===== src/rtl/ps2_host_tx.sv =====
`timescale 1ns/1ps
// PS/2 host-to-device command transmitter sharing the open-collector PS2_CLK/PS2_DAT lines.
// Optional macro PS2_TX_RETRY_EN: resend the latched byte up to MAX_RETRY times on NACK/timeout.
module ps2_host_tx #(
  parameter int CLK_FREQ    = 50000000,
  parameter int INHIBIT_US  = 120,
  parameter int TIMEOUT_US  = 15000,
  parameter int SYNC_STAGES = 2
`ifdef PS2_TX_RETRY_EN
  , parameter int MAX_RETRY = 2
`endif
) (
  input  logic       CLOCK_50,
  input  logic       reset_n,
  input  logic [7:0] cmd_data,
  input  logic       cmd_valid,
  output logic       cmd_ready,
  output logic       busy,
  output logic       done,
  output logic       error,
  input  logic       ps2_clk_in,
  input  logic       ps2_dat_in,
  output logic       ps2_clk_oe,
  output logic       ps2_dat_oe,
  output logic       active
);
  localparam int          INHIBIT_CYC = CLK_FREQ / 1000000 * INHIBIT_US;
  localparam int          TIMEOUT_CYC = CLK_FREQ / 1000000 * TIMEOUT_US;
  localparam logic [19:0] INH_LAST    = 20'(INHIBIT_CYC - 1);
  localparam logic [19:0] TO_LAST     = 20'(TIMEOUT_CYC - 1);

  localparam logic [1:0] S_IDLE    = 2'd0;
  localparam logic [1:0] S_INHIBIT = 2'd1;
  localparam logic [1:0] S_XFER    = 2'd2;  // RTS plus the 11 device clocks
  localparam logic [1:0] S_ACK     = 2'd3;

  logic [SYNC_STAGES-1:0] r_clk_sync, r_dat_sync;
  logic                   r_clk_prev;
  logic                   w_clk_s, w_dat_s, w_fe;

  logic [1:0]  r_state;
  logic [19:0] r_timer;
  logic [3:0]  r_bitn;
  logic [7:0]  r_data;
  logic        r_parity;
  logic [9:0]  r_shift;
  logic        r_done, r_error, r_clk_oe, r_dat_oe;
  logic [3:0]  w_bitn_nx;
  logic        w_timeout, w_nack, w_fail, w_retry;

  assign w_clk_s = r_clk_sync[SYNC_STAGES-1];
  assign w_dat_s = r_dat_sync[SYNC_STAGES-1];
  assign w_fe    = r_clk_prev & ~w_clk_s;

  // Synchronisers idle high so a released bus never looks like an edge after reset.
  always_ff @(posedge CLOCK_50 or negedge reset_n) begin
    if (!reset_n) begin
      r_clk_sync <= '1;
      r_dat_sync <= '1;
      r_clk_prev <= 1'b1;
    end else begin
      r_clk_sync <= {r_clk_sync[SYNC_STAGES-2:0], ps2_clk_in};
      r_dat_sync <= {r_dat_sync[SYNC_STAGES-2:0], ps2_dat_in};
      r_clk_prev <= w_clk_s;
    end
  end

  assign w_bitn_nx = r_bitn + 4'd1;
  // The done cycle itself is exempt so a late timeout can never overlap done.
  assign w_timeout = ((r_state == S_XFER) || (r_state == S_ACK)) && !r_done &&
                     (r_timer == TO_LAST);
  assign w_nack    = (r_state == S_XFER) && w_fe && (w_bitn_nx == 4'd11) && w_dat_s;
  assign w_fail    = w_timeout || w_nack;

`ifdef PS2_TX_RETRY_EN
  localparam int           RW        = $clog2(MAX_RETRY + 2);
  localparam logic [RW-1:0] RETRY_MAX = RW'(MAX_RETRY);
  logic [RW-1:0] r_retry;

  assign w_retry = (r_retry < RETRY_MAX);

  always_ff @(posedge CLOCK_50 or negedge reset_n) begin
    if (!reset_n)                  r_retry <= '0;
    else if (cmd_valid && cmd_ready) r_retry <= '0;
    else if (w_fail && w_retry)    r_retry <= r_retry + 1'b1;
  end
`else
  assign w_retry = 1'b0;
`endif

  always_ff @(posedge CLOCK_50 or negedge reset_n) begin
    if (!reset_n) begin
      r_state  <= S_IDLE;
      r_timer  <= '0;
      r_bitn   <= '0;
      r_data   <= '0;
      r_parity <= 1'b0;
      r_shift  <= '1;
      r_done   <= 1'b0;
      r_error  <= 1'b0;
      r_clk_oe <= 1'b0;
      r_dat_oe <= 1'b0;
    end else begin
      r_done  <= 1'b0;
      r_error <= 1'b0;
      r_timer <= r_timer + 20'd1;
      if (w_fail) begin
        // A retry restarts straight from inhibit with the byte still latched.
        r_state  <= w_retry ? S_INHIBIT : S_IDLE;
        r_error  <= ~w_retry;
        r_clk_oe <= w_retry;
        r_dat_oe <= 1'b0;
        r_timer  <= '0;
      end else begin
        case (r_state)
          S_IDLE: begin
            if (cmd_valid) begin
              r_data   <= cmd_data;
              r_parity <= ~^cmd_data;
              r_state  <= S_INHIBIT;
              r_timer  <= '0;
              r_clk_oe <= 1'b1;
              r_dat_oe <= 1'b0;
            end
          end
          S_INHIBIT: begin
            if (r_timer == INH_LAST) begin
              r_state  <= S_XFER;
              r_timer  <= '0;
              r_bitn   <= '0;
              r_shift  <= {1'b1, r_parity, r_data};
              r_clk_oe <= 1'b0;
              r_dat_oe <= 1'b1;
            end
          end
          S_XFER: begin
            if (w_fe) begin
              r_bitn <= w_bitn_nx;
              if (w_bitn_nx == 4'd11) begin
                r_state <= S_ACK;
              end else begin
                // Data, parity, then the trailing 1 releases the line for stop.
                r_dat_oe <= ~r_shift[0];
                r_shift  <= {1'b1, r_shift[9:1]};
              end
            end
          end
          default: begin
            if (r_done)                  r_state <= S_IDLE;
            else if (w_clk_s && w_dat_s) r_done  <= 1'b1;
          end
        endcase
      end
    end
  end

  assign cmd_ready  = (r_state == S_IDLE);
  assign busy       = ~cmd_ready;
  assign active     = busy;
  assign done       = r_done;
  assign error      = r_error;
  assign ps2_clk_oe = r_clk_oe;
  assign ps2_dat_oe = r_dat_oe;

endmodule


===== config.mk =====
export PLATFORM = sky130hd
export DESIGN_NAME = ps2_host_tx
export DESIGN_NICKNAME = d
export VERILOG_FILES = /design/src/rtl/ps2_host_tx.sv
export SDC_FILE = /design/constraint.sdc
export NUM_CORES = 1
export LEC_CHECK = 0
export ABC_CLOCK_PERIOD_IN_PS = 6100
export CORE_UTILIZATION = 65
export CTS_BUF_LIST = sky130_fd_sc_hd__clkbuf_8
export DETAILED_ROUTE_END_ITERATION = 10
export GPL_TIMING_DRIVEN = 0
export PLACE_DENSITY = 0.87
export SYNTH_ARGS = -nofsm -noshare
export SYNTH_HDL_FRONTEND = slang
export SYNTH_SLANG_ARGS = --single-unit

===== constraint.sdc =====
create_clock -name CLOCK_50 -period 6.1 [get_ports CLOCK_50]
set_input_delay 0.61 -clock CLOCK_50 [delete_from_list [all_inputs] [get_ports CLOCK_50]]
set_output_delay 0.61 -clock CLOCK_50 [all_outputs]
set_load 0.1 [all_outputs]

# Word-level counts from Yosys, hierarchy flattened
# Cells that the tools add are included.
# totals
ff_bits	54
# classes
add_sub_neg	2
n_eq_ne	14
mux	33
bitwise_logic	5
n_reduce_logical	22
# ops
op	n
20-bit two-way mux	3
20-bit case mux with 2 select lines	1
10-bit two-way mux	3
20-bit by 1-bit adder with 20-bit output (second input constant)	1
20-bit by 13-bit equality test with 1-bit output (second input constant)	1
20-bit equality test (second input constant)	1
10-bit case mux with 2 select lines	1
5-bit AND reduction	3
1-bit two-way mux	13
2-bit two-way mux	6
3-bit != test (second input constant)	3
4-bit two-way mux	2
4-bit case mux with 2 select lines	1
8-bit XNOR reduction	1
1-bit logical AND	6
2-bit != test (second input constant)	3
3-bit by 2-bit != test with 1-bit output (second input constant)	2
2-bit case mux with 3 select lines	1
3-bit AND reduction	2
5-bit nonzero test	1
4-bit by 1-bit adder with 4-bit output (second input constant)	1
2-bit equality test (second input constant)	2
4-bit equality test (second input constant)	1
1-bit NOT	4
12 further kinds	13

# Depth between registers and ports, before layout
# depth
ltp_word	8
mapped_depth	8
depth_no_buf	7

# Worst setup path before layout
# Ideal clock, no wire load.
# synth_timing
kind	register to output
start	register r_state[0]
end	output port busy
t_arrival_ns	2.578
slack_ns	2.912
path_stages_with_launch	5
path_buffers	1
cell_sequence	dfrtp_1 > inv_1 > ha_1 > inv_1 > buf_4
# synth_via
elab_chain_cells	2
# synth_lines
element	line_no	rtl
start: declaration	41	logic [1:0] r_state;
start signal: assignment	109	r_state <= w_retry ? S_INHIBIT : S_IDLE;
2-bit logical NOT	157	assign cmd_ready = (r_state == S_IDLE);
via cmd_ready	17	output logic cmd_ready,
1-bit NOT	158	assign busy = ~cmd_ready;
end: declaration	18	output logic busy,
# The timed path passes the listed nets, and every way through them passes these cells.

# Final worst setup path
# layout_timing
start	register r_state[0]
end	output port busy
# layout_via
elab_chain_cells	2
# layout_lines
element	line_no
2-bit logical NOT	157
1-bit NOT	158
# No other way between the ends.

==> run summary <==
Dpl hpwl -> 3970 um
Core footprint -> 4090 um2
PD cells -> 462 nW/um2
I/O Pins -> 20
TritonCTS Sinks -> 53
First-pass GRT wire length -> 9320 um
Number of vias per cell -> 5.90
Critical path endpoint -> busy
Worst setup path start -> r_state[0]$_DFFE_PN0P_
Required time worst endpoint -> 5.49 ns
Max Clk Rate -> 0.326 GHz
R2R depth -> 7
Rel. slew slack -> 0.352
Initial core utilization -> 0.689
Worst R2R End -> r_data[7]$_DFFE_PN0P_
Cell area after synthesis -> 2820 um2
Worst Skew -> 0.00698 ns
Filler Cell Count -> 267
Slew of the pin with the lowest slew margin -> 0.968 ns
Leak Pwr -> 1.29 nW
Clock Latency Late Sink -> 0.30 ns
Crit end category -> output port
RSZ-0062 raised after global routing -> false
Share of cells above drive strength 1 -> 0.207
Ys flop type -> dfrtp_1
Wirelength per Cell -> 16.1 um
DRC viols -> 0
Final Hold Vio Count -> 0
Cells after synthesis -> 266
Total power -> 1.47 mW
# setup viols final -> 0
Mapped Avg Cell Area -> 10.6 um2
Yosys Warn Count -> 0
Post-Layout Cell Count -> 344
Mapped Nets -> 287
Number of global-route vias before repair -> 1940
Async S/R FF share, synth -> 1.00
Gr usage total -> 0.275
Initial antenna violation count -> 0
Most frequent cell after synthesis -> dfrtp_1
Setup Buffers After CTS -> 0
Die W -> 67.8 um
IO buf count -> 19
Worst slack, placed -> 3.36 ns
Synthesis-to-finish area growth -> 13.1%
CTS tree -> built
Die ar. -> 4600 um2
Total negative slack -> 0 ns
Placed Instances -> 336
Synth area leader -> dfrtp_1
Final nets -> 314
Final period utilization -> 0.503
CP max FO -> 8
Worst setup margin -> 3.03 ns
CTS Buf Count -> 5
Outcome -> finished, final reports clean
M1 GR Usage -> 0.412
Post-CTS Resized -> 0
Yosys top cell area share -> 0.347
Row count -> 23
Pins Over Slew Limit -> 0
Largest net degree at the start of global routing -> 40
Yosys cell types -> 51
Max Cap Viol -> 0
N_diodes -> 0
Worst reg2reg setup slack -> 3.66 ns
M3 GR Usage -> 0.0633
Gpl congestion -> 0.888
GR Layer Usage met2 -> 0.396
Busiest layer in global routing -> met1
CP Data Arrival Time -> 2.46 ns
Sequential-to-total area share from yosys stat -> 0.477
Crit start category -> flop
Die Y-Extent -> 67.8 um
Synth Register Bits -> 53
Hold-fix buffers, CTS -> 0
VDD IR max -> 0.275 mV
Synth cell count leaders -> 39 x dfrtp_1, 29 x nor2_1, 26 x mux2_2, 20 x xnor2_1, 16 x nand2_1
Largest cells by area after synthesis -> dfrtp_1 35%, dfstp_2 13%, mux2_2 10%
1st-iter DRT viols -> 141
Clk buf depth -> 2
FF-to-FF Start -> r_bitn[0]$_DFFE_PN0P_
DR pass1 iterations -> 4
Routed Antenna Nets -> 0
Total grt overflow -> 0
Worst min path class -> in -> async
Routed via count -> 2030
Routed WL -> 5530 um
Fin crit period -> 3.07 ns
Level count of the clock H-tree -> 2
Post-synth EDFFs -> 0
Clock slew at reported path FFs -> 0.09 ns
CTS root buf -> clkbuf_8
Crit path kind -> reg -> out
layout make-up:
cell class / count / area (um2) / area share
Tap cell: 50 / 62.6 / 0.0196
Clock inverter: 1 / 5.00 / 0.00157
Inverter: 15 / 56.3 / 0.0177
Multi-Input combinational cell: 191 / 1380 / 0.433
Buffer: 7 / 37.5 / 0.0118
Clock buffer: 7 / 96.3 / 0.0303
Sequential cell: 53 / 1340 / 0.422
Timing Repair Buffer: 20 / 205 / 0.0644
power breakdown:
group	leakage, nW	switching (mW)	internal, mW	total (mW)
registers	0.659	0.0660	0.472	0.538
clock network	0.0542	0.109	0.103	0.212
logic	0.578	0.423	0.299	0.722
layout by cell type (no fill, tap or decap), drive strengths merged, types with 2 or more instances in the layout:
cell,netlist,final
nor2,29,29
clkdlybuf4s50,0,18
a21oi,7,7
nand3,13,13
o211ai,2,2
o21ai,10,10
nand4b,2,2
and3,2,2
nand2b,3,3
dfstp,14,14
clkbuf,3,10
buf,4,6
or4b,2,2
nor4b,2,2
dfrtp,39,39
mux2,27,27
ha,8,8
o21a,2,2
and2,2,2
nand4,6,6
nand2,16,16
inv,15,15
or3,3,3
nor4,4,4
xor2,4,4
nor3,10,10
xnor2,20,20
critical path: stages (launching register included):
cell             delay [ns]
dfrtp_1                0.40
inv_1                  0.10
ha_1                   0.31
inv_1                  0.13
buf_4                  0.11
clkdlybuf4s50_1        1.11
state kept, by name (all words and copies together) (netlist names), 2 cells and up:
signal,cells
r_data,8
r_state,2
r_dat_sync,2
r_bitn,4
r_timer,20
r_clk_sync,2
r_shift,9
how the worst min path moves through the flow:
| stage | from | endpoint | slack, ns | cells after the start |
|---|---|---|---|---|
| 2_1_floorplan | reset_n | done$_DFF_PN0_ | 0.31 | 0 |
| 3_3_place_gp | r_clk_sync[0]$_DFF_PN1_ | r_clk_sync[1]$_DFF_PN1_ | 0.35 | 0 |
| 3_5_place_dp | r_dat_sync[0]$_DFF_PN1_ | r_dat_sync[1]$_DFF_PN1_ | 0.35 | 0 |
| 4_1_cts | reset_n | r_timer[3]$_DFF_PN0_ | 0.22 | 1 |
| 5_1_grt | reset_n | r_bitn[3]$_DFFE_PN0P_ | 0.22 | 1 |
| 6_report | reset_n | r_timer[3]$_DFF_PN0_ | 0.21 | 1 |
routing by layer:
layer	vias up	wire, um
met5	-	0
met4	0	71
met3	10	267
met2	66	2550
met1	971	2640
li1	983	-
through the flow:
step                       util  cell area [um2]  hold slack [ns]
after CTS                 0.779             3180            0.215
after detailed placement  0.754             3080            0.347
after global placement    0.751             3070            0.347
after floorplan               -             2820            0.314
final                     0.779             3180            0.207
after global routing      0.779             3180            0.217
logic make-up after synthesis:
family | after synthesis | share of synthesized area
AO/OA/AOI/OAI | 32 | 0.0782
flip-flops | 53 | 0.477
AND/OR/NAND/NOR | 99 | 0.189
XOR/XNOR | 24 | 0.0747
multiplexers | 28 | 0.112
adder cells (fa/ha/maj) | 8 | 0.0356
buffers and inverters | 22 | 0.0333
No activity file was read; power rests on OpenSTA's default activity.
